==> config.mk <==
export PLATFORM = sky130hd
export DESIGN_NAME = fp_half_div_seq
export DESIGN_NICKNAME = d
export VERILOG_FILES = /design/src/rtl/fp_half_div_seq.sv
export SDC_FILE = /design/constraint.sdc
export NUM_CORES = 1
export LEC_CHECK = 0
export ABC_CLOCK_PERIOD_IN_PS = 2530
export BUFFER_PORTS_ARGS = -buffer_cell sky130_fd_sc_hd__buf_2
export CAP_MARGIN = 20
export CORE_MARGIN = 1.5
export CORE_UTILIZATION = 35
export CTS_BUF_LIST = sky130_fd_sc_hd__clkbuf_2
export CTS_CLUSTER_SIZE = 20
export DETAILED_ROUTE_END_ITERATION = 8
export PLACE_DENSITY = 0.56
export SYNTH_ARGS = -nofsm -noshare
export SYNTH_HDL_FRONTEND = slang
export SYNTH_SLANG_ARGS = --single-unit
==> constraint.sdc <==
create_clock -name clk -period 2.53 [get_ports clk]
set_input_delay 0.3795 -clock clk [delete_from_list [all_inputs] [get_ports clk]]
set_output_delay 0.3795 -clock clk [all_outputs]
set_load 0.03 [all_outputs]
==> src/rtl/fp_half_div_seq.sv <==
// fp_half_div_seq: sequential IEEE754 half-precision divider, 12-step restoring mantissa division,
// truncating rounding, subnormals flushed to zero, valid/ready handshake on both sides.
module fp_half_div_seq (
    input  logic        clk,
    input  logic        rst_n,
    input  logic        in_valid,
    output logic        in_ready,
    input  logic [15:0] a,
    input  logic [15:0] b,
    output logic        out_valid,
    input  logic        out_ready,
    output logic [15:0] q,
    output logic        div_by_zero
);
    typedef enum logic [1:0] {IDLE, DIV, NORM, DONE} state_t;

    state_t             r_state, w_next;
    logic        [15:0] r_a, r_b, r_q;
    logic               r_dbz;
    logic        [11:0] r_rem, r_qq;
    logic        [3:0]  r_cnt;

    logic               w_accept, w_special, w_s, w_dbz, w_ge;
    logic               w_a_zero, w_a_inf, w_a_nan, w_b_zero, w_b_inf, w_b_nan;
    logic        [15:0] w_spec_q, w_norm_q;
    logic        [11:0] w_mb, w_sub;
    logic        [9:0]  w_frac;
    logic signed [6:0]  w_e;

    assign w_accept  = in_valid && (r_state == IDLE);
    assign w_a_zero  = a[14:10] == 5'd0;
    assign w_a_inf   = (&a[14:10]) && (a[9:0] == 10'd0);
    assign w_a_nan   = (&a[14:10]) && (|a[9:0]);
    assign w_b_zero  = b[14:10] == 5'd0;
    assign w_b_inf   = (&b[14:10]) && (b[9:0] == 10'd0);
    assign w_b_nan   = (&b[14:10]) && (|b[9:0]);
    assign w_special = w_a_zero || w_a_inf || w_a_nan || w_b_zero || w_b_inf || w_b_nan;
    assign w_s       = a[15] ^ b[15];
    assign w_spec_q  = (w_a_nan || w_b_nan || (w_a_zero && w_b_zero) || (w_a_inf && w_b_inf)) ? 16'h7E00 :
                       (w_a_inf || w_b_zero) ? {w_s, 5'h1F, 10'h0} : {w_s, 15'h0};
    assign w_dbz     = w_b_zero && !w_a_zero && !w_a_inf && !w_a_nan;

    // Remainder stays below 2*mb, so 12 bits hold it and bit 11 is clear before each shift.
    assign w_mb  = {2'b01, r_b[9:0]};
    assign w_ge  = r_rem >= w_mb;
    assign w_sub = w_ge ? r_rem - w_mb : r_rem;

    assign w_frac   = r_qq[11] ? r_qq[10:1] : r_qq[9:0];
    assign w_e      = $signed({2'b00, r_a[14:10]}) - $signed({2'b00, r_b[14:10]})
                    + (r_qq[11] ? 7'sd15 : 7'sd14);
    assign w_norm_q = (w_e >= 7'sd31) ? {r_a[15] ^ r_b[15], 5'h1F, 10'h0} :
                      (w_e <= 7'sd0)  ? {r_a[15] ^ r_b[15], 15'h0} :
                                        {r_a[15] ^ r_b[15], w_e[4:0], w_frac};

    assign in_ready    = r_state == IDLE;
    assign out_valid   = r_state == DONE;
    assign q           = r_q;
    assign div_by_zero = r_dbz;

    always_ff @(posedge clk or negedge rst_n) begin
        if (!rst_n) r_state <= IDLE;
        else        r_state <= w_next;
    end

    always_comb begin
        w_next = r_state;
        case (r_state)
            IDLE:    w_next = in_valid ? (w_special ? DONE : DIV) : IDLE;
            DIV:     w_next = (r_cnt == 4'd11) ? NORM : DIV;
            NORM:    w_next = DONE;
            DONE:    w_next = out_ready ? IDLE : DONE;
            default: w_next = IDLE;
        endcase
    end

    always_ff @(posedge clk or negedge rst_n) begin
        if (!rst_n) begin
            r_a   <= 16'h0;
            r_b   <= 16'h0;
            r_q   <= 16'h0;
            r_dbz <= 1'b0;
            r_rem <= 12'h0;
            r_qq  <= 12'h0;
            r_cnt <= 4'd0;
        end else begin
            if (w_accept) begin
                r_a   <= a;
                r_b   <= b;
                r_rem <= {2'b01, a[9:0]};
                r_qq  <= 12'h0;
                r_cnt <= 4'd0;
                if (w_special) begin
                    r_q   <= w_spec_q;
                    r_dbz <= w_dbz;
                end
            end
            if (r_state == DIV) begin
                r_rem <= {w_sub[10:0], 1'b0};
                r_qq  <= {r_qq[10:0], w_ge};
                r_cnt <= r_cnt + 4'd1;
            end
            if (r_state == NORM) begin
                r_q   <= w_norm_q;
                r_dbz <= 1'b0;
            end
        end
    end
endmodule

==> impl_metrics.env <==
export IMPL_crit_slowest_cell="fa_2"
export IMPL_drive_above_1_share_pct=26.65
export IMPL_antenna_left=0
export IMPL_via_per_inst=5.215
export IMPL_synthMostInstantiatedCell="nand2_1"
export IMPL_cts_max_path_buffers=2
export IMPL_num_vias=3567
export IMPL_final_nets=596
export IMPL_rsz0062_at_grt="true"
export IMPL_globalplace_congestion=0.8542
export IMPL_arrival_ns=2.93
export IMPL_worstSetupStartpointType="flip-flop"
export IMPL_yosysUniqueCellTypes=55
export IMPL_finalHoldViolations=0
export IMPL_dp_cells=657
export IMPL_ys_top_cells_by_count="nand2_1 (108), dfrtp_1 (69), o21ai_0 (39), nor2_1 (28), inv_1 (23)"
export IMPL_synth_top_area_cell="dfrtp_1"
export IMPL_die_y_um=109.9
export IMPL_cts_inserted_buffers=9
export IMPL_synth_fp_nets=514
export IMPL_hpwl_um=7009
export IMPL_grt_max_degree=70
export IMPL_status="finished clean"
export IMPL_hp_class="in2reg"
export IMPL_fillers=1079
export IMPL_clock_sinks=69
export IMPL_grt_first_pass_wirelength_um=17070
export IMPL_synth_fa_ha_area_share_pct=6.629
export IMPL_dp_slack_ns=-0.1554
export IMPL_path_buf_inv=2
export IMPL_core_area_mm2=0.01098
export IMPL_crit_type="reg2reg"
export IMPL_firstDrtPassIters=4
export IMPL_fin_crit_ns=2.496
export IMPL_drtIter0Drc=183
export IMPL_synth_flop_cell="dfrtp_1"
export IMPL_holdWs_ns=0.05776
export IMPL_cp_top_family="adder cells"
export IMPL_clock_root_buffer="clkbuf_2"
export IMPL_synth_warnings=0
export IMPL_wl_um=10070
export IMPL_slew_headroom_pct=52.76
export IMPL_worstMarginPinSlew_ns=0.6994
export IMPL_synth_cells=458
export IMPL_diodes=0
export IMPL_io_pins=55
export IMPL_synth_edff_count=0
export IMPL_grt_overflow=0
export IMPL_setup_ws_ns=0.03412
export IMPL_clk_latency_ns=0.54
export IMPL_synth_seq_area_share_pct=43.15
export IMPL_max_cap_violations=0
export IMPL_clock_fmax_mhz=400.7
export IMPL_synth_mux_area_share_pct=3.440
export IMPL_synth_compound_area_share_pct=19.17
export IMPL_drv_slew=0
export IMPL_critical_path_peak_fanout=5
export IMPL_portBuffers=54
export IMPL_start_util_pct=36.43
export IMPL_route_detailed_drc=0
export IMPL_synthXorXnorAreaFrac_pct=3.471
export IMPL_syn_avg_cell_area_um2=8.737
export IMPL_end_kind="flip-flop"
export IMPL_setup_violations=0
export IMPL_grt_pass1_vias=3519
export IMPL_wl_per_cell_um=14.72
export IMPL_stdcell_count=684
export IMPL_synthTopCellsByArea="dfrtp_1 (43%), nand2_1 (10%), ha_1 (5.6%)"
export IMPL_fin_crit_sh_pct=98.65
export IMPL_grt_util_all_layers_pct=18.61
export IMPL_die_area_mm2=0.01208
export IMPL_synthDominantCellAreaShare_pct=43.15
export IMPL_antenna_found_initial=0
export IMPL_synth_top_family_by_area="simple AND/OR/NAND/NOR gates"
export IMPL_path_cells="inv_1, ha_2, fa_2, ha_2, inv_1, nand2_2, nor2_2, o31ai_4, a31oi_4, a221o_1"
export IMPL_h_tree_depth=3
export IMPL_cts_tree="built"
export IMPL_async_flop_share_pct=100.0
export IMPL_synth_seq_cells=69
export IMPL_clkTransAtPathRegs_ns=0.19
export IMPL_skew_ns=0.03614
export IMPL_max_stage_delay_ns=0.45
export IMPL_critical_path_required_ns=2.97
export IMPL_syn_area_mm2=0.004001
export IMPL_die_x_um=109.9
export IMPL_rows=38
export IMPL_yosys_area_share_simple_pct=20.14
export IMPL_syn_to_final_growth_pct=25.08
[final cells by class]
type / count / area [µm²] / share of cell area (%)
clock buffers: 9 / 45.04 / 0.9000
clock inverters: 6 / 88.84 / 1.775
inverters: 23 / 86.33 / 1.725
multi-input cells: 348 / 2330 / 46.55
flip-flops and latches: 69 / 1727 / 34.50
well taps: 140 / 175.2 / 3.500
repair buffers: 89 / 553.0 / 11.05
[layout by cell type (no fill, tap or decap), types with 5 or more instances in the layout]
cell type  instances
nand2_1          105
dfrtp_1           69
buf_2             54
o21ai_0           39
buf_4             31
nor2_1            27
inv_1             23
ha_1              16
a21oi_1           14
nand3_1           11
mux2i_1           10
clkbuf_2           9
o21ai_2            7
xnor2_1            6
a221o_1            5
xor2_1             5
a31oi_1            5
[flip-flops by register name, summed over array words and instances, names as in the netlist]
name         count
r_a              6
r_state          2
r_qq            12
r_rem           12
r_b             16
div_by_zero      1
r_cnt            4
q               16
[worst min-delay path: stages]
cell and delay, ns:
buf_2 0.10, nand2_1 0.05, nand2_1 0.05
[cell families after synthesis]
| kind of cell | after synthesis |
|---|---|
| and+or+nand+nor | 185 |
| AOI/OAI and AO/OA | 115 |
| DFF | 69 |
| buffers and inverters | 42 |
| adders and majority gates | 20 |
| xor gates and xnor gates | 15 |
| muxes | 12 |
[timing repair]
item,in CTS,in global routing
cloned,1,0
setup buffers,6,2
hold buffers,3,0
endpoints found under the setup margin,15,26
endpoints found under the hold margin,71,0
pin swaps,5,15
gates resized for setup,15,28
[metrics by stage]
step                      TNS, ns  utilization, %  cell area, µm²
after floorplan                 0               -            4001
after global placement    -0.3196           41.58            4567
after detailed placement   -1.428           41.58            4567
after CTS                       0           44.26            4861
after global routing      -0.9867           45.57            5005
final                           0           45.57            5005
[per-layer routing]
layer  vias to the layer above  track usage, %  wire (µm)
met3                        20           4.861        456
li1                       1768               -          -
met1                      1695           23.26       4450
met5                         -               0          0
met2                        84           30.48       4886
met4                         0           7.607        274
[final timing paths]
| path | start | endpoint | slack [ns] | depth (start not counted) |
|---|---|---|---|---|
| worst max-delay path | r_a[10]$_DFFE_PN0P_ | q[13]$_DFFE_PN0P_ | 0.03 | 10 |
| worst min-delay path | a[14] | r_a[14]$_DFFE_PN0P_ | 0.06 | 3 |
| worst max register to register | r_a[10]$_DFFE_PN0P_ | q[13]$_DFFE_PN0P_ | 0.03 | 10 |
| worst min register to register | r_cnt[3]$_DFFE_PN0P_ | r_cnt[3]$_DFFE_PN0P_ | 0.50 | 1 |
| max in group asynchronous | rst_n | r_rem[3]$_DFFE_PN0P_ | 1.83 | 3 |
| min in group asynchronous | rst_n | q[7]$_DFFE_PN0P_ | 0.33 | 3 |
Power is not shown: default switching activity piles up to over one toggle a cycle in this logic, so the estimate is an artifact.
